File: src/rtl/fa4_bist.sv
// fa4_bist: built-in self-test engine for a 4-bit full adder.
// Sweeps all 512 {cin, b, a} combinations and holds each vector for SETTLE+1 cycles.
// Checks every adder result against a locally computed sum.
// Reports the error count and the index of the first failing vector.
module fa4_bist #(
    parameter int unsigned SETTLE = 1  // hold cycles before sampling, 1..15
) (
    input  logic       clk,
    input  logic       rst_n,
    input  logic       start,
    output logic [3:0] a_o,
    output logic [3:0] b_o,
    output logic       cin_o,
    input  logic [3:0] sum_i,
    input  logic       carry_i,
    output logic       busy,
    output logic       done,
    output logic       pass,
    output logic [9:0] err_cnt,
    output logic [8:0] first_fail_vec,
    output logic       first_fail_valid
);

    localparam logic [3:0] SettleLast = 4'(SETTLE - 1);
    localparam logic [8:0] VecLast    = 9'd511;

    typedef enum logic [1:0] {
        StIdle,
        StWait,
        StCheck,
        StDone
    } state_e;

    state_e     state_q, state_d;
    logic [8:0] v_q, v_d;
    logic [3:0] cnt_q, cnt_d;
    logic [9:0] err_q, err_d;
    logic [8:0] ffvec_q, ffvec_d;
    logic       ffvalid_q, ffvalid_d;

    logic [4:0] ref_sum;
    logic       mismatch;

    // Reference result for the vector currently on the operand outputs
    always_comb begin
        ref_sum  = {1'b0, v_q[3:0]} + {1'b0, v_q[7:4]} + {4'b0, v_q[8]};
        mismatch = ({carry_i, sum_i} != ref_sum);
    end

    // Next-state logic: launch, settle, compare, advance
    always_comb begin
        state_d   = state_q;
        v_d       = v_q;
        cnt_d     = cnt_q;
        err_d     = err_q;
        ffvec_d   = ffvec_q;
        ffvalid_d = ffvalid_q;
        unique case (state_q)
            StIdle, StDone: begin
                if (start) begin
                    v_d       = '0;
                    cnt_d     = '0;
                    err_d     = '0;
                    ffvec_d   = '0;
                    ffvalid_d = 1'b0;
                    state_d   = StWait;
                end
            end
            StWait: begin
                if (cnt_q == SettleLast) begin
                    cnt_d   = '0;
                    state_d = StCheck;
                end else begin
                    cnt_d = cnt_q + 4'd1;
                end
            end
            StCheck: begin
                if (mismatch) begin
                    // 512 vectors at most, so 10 bits cannot overflow
                    err_d = err_q + 10'd1;
                    if (!ffvalid_q) begin
                        ffvec_d   = v_q;
                        ffvalid_d = 1'b1;
                    end
                end
                if (v_q == VecLast) begin
                    state_d = StDone;
                end else begin
                    v_d     = v_q + 9'd1;
                    state_d = StWait;
                end
            end
            default: state_d = StIdle;
        endcase
    end

    // State and result registers; reset aborts any sweep and discards results
    always_ff @(posedge clk or negedge rst_n) begin
        if (!rst_n) begin
            state_q   <= StIdle;
            v_q       <= '0;
            cnt_q     <= '0;
            err_q     <= '0;
            ffvec_q   <= '0;
            ffvalid_q <= 1'b0;
        end else begin
            state_q   <= state_d;
            v_q       <= v_d;
            cnt_q     <= cnt_d;
            err_q     <= err_d;
            ffvec_q   <= ffvec_d;
            ffvalid_q <= ffvalid_d;
        end
    end

    assign a_o              = v_q[3:0];
    assign b_o              = v_q[7:4];
    assign cin_o            = v_q[8];
    assign busy             = (state_q == StWait) || (state_q == StCheck);
    assign done             = (state_q == StDone);
    assign pass             = done && (err_q == 10'd0);
    assign err_cnt          = err_q;
    assign first_fail_vec   = ffvec_q;
    assign first_fail_valid = ffvalid_q;

endmodule

File: config.mk
export PLATFORM = sky130hd
export DESIGN_NAME = fa4_bist
export DESIGN_NICKNAME = d
export VERILOG_FILES = /design/src/rtl/fa4_bist.sv
export SDC_FILE = /design/constraint.sdc
export NUM_CORES = 1
export LEC_CHECK = 0
export BUFFER_PORTS_ARGS = -buffer_cell sky130_fd_sc_hd__buf_2
export CORE_UTILIZATION = 56
export CTS_BUF_LIST = sky130_fd_sc_hd__clkbuf_16
export CTS_CLUSTER_SIZE = 20
export DETAILED_ROUTE_END_ITERATION = 7
export GPL_TIMING_DRIVEN = 0
export MAX_ROUTING_LAYER = met4
export PLACE_DENSITY = 0.8
export SYNTH_ARGS = -nofsm -noshare
export SYNTH_HDL_FRONTEND = slang
export SYNTH_SLANG_ARGS = --single-unit
File: constraint.sdc
create_clock -name clk -period 3.84 [get_ports clk]
set_clock_uncertainty 0.2 [all_clocks]
set_input_delay 0.384 -clock clk [delete_from_list [all_inputs] [get_ports clk]]
set_output_delay 0.384 -clock clk [all_outputs]
set_load 0.005 [all_outputs]
# --- Yosys cells after proc, flatten, opt, wreduce, memory -nomap -nowiden ---
# Index checks and enable logic that the tools add are counted.
totals:
  reg_bits: 35
  input_bits: 8
  out_inout_bits: 32
  wordCells: 53
op_classes:
  addsub: 5
  n_eq_ne: 10
  mux: 19
  reduce_logical: 13
ops:
  columns: ["op", "n"]
  rows:
  - ["$mux 9", 4]
  - ["$pmux 9 s2", 2]
  - ["$mux 10", 2]
  - ["$pmux 10 s2", 1]
  - ["$add 10x1->10 const B", 1]
  - ["$logic_not 10->1", 1]
  - ["$ne 2x2->1 const B", 5]
  - ["$add 9x1->9 const B", 1]
  - ["$eq 9x9->1 const B", 1]
  - ["$mux 4", 2]
  - ["$pmux 4 s2", 1]
  - ["$mux 2", 3]
  - ["$pmux 2 s3", 1]
  - ["$reduce_and 3->1", 2]
  - ["$add 4x4->5", 1]
  - ["$add 5x1->5", 1]
  - ["$ne 5x5->1", 1]
  - ["$add 4x1->4 const B", 1]
  - ["$eq 2x2->1 const B", 2]
  - ["$logic_not 4->1", 1]
  - ["$reduce_and 2->1", 2]
  - ["$reduce_and 4->1", 1]
  - ["$reduce_bool 2->1", 2]
  - ["$eq 2x1->1 const B", 1]
  - ["other kinds (6)", 7]

# --- Depth between registers and ports, before layout ---
depth:
  ltp_word: 5
  depth_mapped: 11
  mapped_depth_nobuf: 10

# --- Worst setup path after synthesis ---
# Ideal clock, no wire load.
synth_timing:
  path_type: "register -> register"
  from: "reg v_q[0]"
  to: "reg err_q[5], in the netlist err_cnt[5]"
  setup_time_ns: 0.127
  t_arrival_ns: 2.495
  t_required_ns: 3.513
  path_slack_ns: 1.018
  path_stages_with_launch: 8
  path_buffers: 0
  period_less_slack_ns: 2.822
  path_cell_list: "dfrtp_1 > fa_1 > fa_1 > a21o_2 > a21oi_2 > xor2_1 > a21oi_4 > a221o_2"
synth_between:
  elab_chain_len: 5
synth_rtl:
  columns: ["element", "line_no", "rtl"]
  rows:
  - ["from (decl)", "35", "logic [8:0] v_q, v_d;"]
  - ["from (signal assigned)", "108", "v_q <= v_d;"]
  - ["$add 4x4->5", "46", "ref_sum = {1'b0, v_q[3:0]} + {1'b0, v_q[7:4]} + {4'b0, v_q[8]};"]
  - ["$add 5x1->5", "46", null]
  - ["$ne 5x5->1", "47", "mismatch = ({carry_i, sum_i} != ref_sum);"]
  - ["$ne 2x2->1 (no line)", null, null]
  - ["$reduce_and 3->1 (no line)", null, null]
  - ["to (signal assigned)", "110", "err_q <= err_d;"]
  - ["to (decl)", "37", "logic [9:0] err_q, err_d;"]
# No other way between the ends.
# A chain may end at the register's enable or synchronous reset.

# --- Final worst setup path ---
layout_timing:
  from: "reg v_q[0]"
  to: "reg ffvec_q[8], in the netlist first_fail_vec[8]"
layout_between:
  elab_chain_len: 5
layout_rtl:
  columns: ["element", "line_no", "rtl"]
  rows:
  - ["$add 4x4->5", "46", null]
  - ["$add 5x1->5", "46", null]
  - ["$ne 5x5->1", "47", null]
  - ["$ne 2x2->1 (no line)", null, null]
  - ["$reduce_and 4->1 (no line)", null, null]
  - ["to (signal assigned)", "111", "ffvec_q <= ffvec_d;"]
  - ["to (decl)", "38", "logic [8:0] ffvec_q, ffvec_d;"]
# No other way between the ends.

==> flow_summary.ini <==
[power]
power_density_mw_per_mm2 = 498
ir_drop_v = 0.000411
leakage_nw = 1.27

[placed_design]
gp_congestion = 0.843
hpwl_mm = 3.94
numPortBuffers = 39

[yosys]
syn-cell-area_mm2 = 0.00229
synth_cell_type_count = 44
synth-seq-cells = 35
syn-num-nets = 288
synthCells = 265
ys_seq_area_share_pct = 38.2
synthFlopType = dfrtp_1
ys_top_cells_by_area = dfrtp_1, ha_1, nand2_1
yosysWarnings = 0
synth_top_area_share_pct = 38.2
synth-edff-count = 0
syn_area_per_cell_um2 = 8.66
synthArstFlopShare_pct = 100
synth_top_cell_by_area = dfrtp_1

[routing]
drt-met1-wl_mm = 2.38
totalWireLength_mm = 5.57
drtPass1Iterations = 5
drtIter0Drc = 177
drtAntennaViolNets = 0
viasPerCell = 5.89
routedWlPerCell_um = 15.5
drc = 0
highest_layer = met4
dr_wl_met3_um = 286
via_count = 2119
met2_length_mm = 2.78

[cts]
cts_resized = 0
cts_buffers = 5
insertion_delay_ns = 0.27
root_buffer = clkbuf_16
cts_tree = yes
cts_sinks = 35
ctsLongestPathBuffers = 2
hold_buffers = 0
htreeDepth = 2
cts_setup_buffers = 0
clk_pin_slew_ns = 0.06

[cells_and_area]
nNetsFinal = 334
final_common_cell = nand2_1
drive_gt1_share_pct = 18.3
syn_to_final_growth_pct = 17.2
utilization_pct = 70.8
antenna_cells = 0
num-fill-cells = 310
final_cell_mix = nand2_1, buf_2, dfrtp_1

[critical_path]
crit_type = register to register
crit_path_cell_trace = fa_1 > fa_1 > xnor3_1 > and4_4 > nand3_1 > clkbuf_1 > o21ai_0 > o211ai_1
crit_path_top_delay_cell = fa_1
required_ns = 3.77
crit_top_cell = fa_1
start_kind = register
critPathCaptureType = register
critPathMaxStageDelay_ns = 0.50
cp_max_fo = 10
crit_arrival_ns = 3.19

[sta]
tns_ns = 0
period_share_pct = 84.9
holdWs_ns = -0.0112
setup_viol = 0
max_freq_mhz = 307
period_minus_slack_ns = 3.26
relSlewSlack_pct = 47.7
final-max-slew-violation-count = 0
tightestPinTransition_ns = 0.784
hold_violations = 30
rsz0062_at_grt = no

[global_route]
antenna_found_initial = 0
grt_pass1_vias = 2034
overflow = 0
grt_max_degree = 36
track_usage_pct = 29.9
grt_pass1_wl_mm = 9.50

[floorplanning]
rows = 22
initial_utilization_pct = 60.4
die_area_mm2 = 0.00436
ios = 40
die_w_um = 66.0
die_h_um = 66.0
core_mm2 = 0.00380

[min_path]
hold_path_class = input pin to async pin

[job]
drv_cap = 0

[outcome]
status = complete, but fails checks
violations = hold timing
-- routing by layer --
| layer | up-vias | global-route usage (%) |
|---|---|---|
| li1 | 1018 | - |
| met2 | 78 | 49.9 |
| met5 | - | - |
| met4 | 0 | 10.4 |
| met3 | 17 | 6.21 |
| met1 | 1006 | 35.9 |
-- critical path, delay by kind of cell, from the launching register on --
family                   cells  cell delay (ns)
adder cells (fa/ha/maj)      2             0.92
flip-flops                   1             0.49
AO/OA/AOI/OAI                2             0.47
AND/OR/NAND/NOR              2             0.46
XOR/XNOR                     1             0.31
buffers and inverters        1             0.27
-- per-stage QoR --
stage	cells	hold slack [ns]	total power [mW]	cell area, um^2	setup WS [ns]
2_1_floorplan	265	-0.112	0.799	2290	1.02
3_3_place_gp	352	0.299	0.936	2550	0.699
3_5_place_dp	352	0.306	0.950	2550	0.652
4_1_cts	360	0.00745	1.34	2690	0.634
5_1_grt	360	0.0605	1.43	2690	0.408
6_report	360	-0.0112	1.34	2690	0.581
-- final timing paths --
check	from	to	slack (ns)	depth (start not counted)
min reg2reg	first_fail_vec[3]$_DFFE_PN0P_	first_fail_vec[3]$_DFFE_PN0P_	0.33	2
max	v_q[0]$_DFFE_PN0P_	first_fail_vec[8]$_DFFE_PN0P_	0.58	8
max reg2reg	v_q[0]$_DFFE_PN0P_	first_fail_vec[8]$_DFFE_PN0P_	0.58	8
max in group asynchronous	rst_n	err_cnt[4]$_DFFE_PN0P_	2.95	1
min	rst_n	err_cnt[0]$_DFFE_PN0P_	-0.01	1
min in group clk	first_fail_vec[3]$_DFFE_PN0P_	first_fail_vec[3]$_DFFE_PN0P_	0.33	2
-- area by class of cell --
cell class	instances	area, um^2	area share (%)
buffer	15	66.3	2.47
clock buffer	5	125	4.65
clock inverter	3	15.0	0.558
inverter	21	78.8	2.93
multi-input combinational	194	1270	47.3
sequential	35	876	32.6
tap	48	60.1	2.23
timing repair buffer	39	195	7.26
-- registers in the layout, summed over array words and instances (netlist names) --
register	flops
cnt_q	4
v_q	9
err_cnt	10
first_fail_valid	1
state_q	2
first_fail_vec	9
-- cell families (layout without fill, tap and decap cells) --
logic type / Yosys count / in the layout / synth area share, %
DFF: 35 / 35 / 38.2
xor gates and xnor gates: 10 / 10 / 4.42
AOI/OAI and AO/OA: 56 / 56 / 16.8
adders and majority gates: 15 / 15 / 8.83
buffers and inverters: 36 / 83 / 6.33
muxes: 3 / 3 / 1.36
and+or+nand+nor: 110 / 110 / 24.1
-- synthesized netlist by cell type, types with 2 or more instances --
master,count
a211o_1,2
a211oi_1,2
a21oi_1,5
a221o_2,2
and2_1,4
and3_1,3
buf_1,2
buf_2,2
clkbuf_1,10
dfrtp_1,35
fa_1,2
ha_1,13
inv_1,21
mux2i_1,2
nand2_1,42
nand2b_1,2
nand3_1,14
nand3b_1,3
nand4_1,5
nor2_1,12
nor2b_1,2
nor3_1,10
nor3b_1,4
nor4b_1,2
o211ai_1,17
o21ai_0,19
o31ai_1,3
or3_1,2
xnor2_1,3
xor2_1,6
-- where the power goes --
group / leakage, nW / switching [mW] / internal (mW)
Combinational: 0.724 / 0.343 / 0.171
Sequential: 0.484 / 0.0401 / 0.401
Clock: 0.0649 / 0.150 / 0.236
Note: power is estimated with default switching activity, not from simulation.
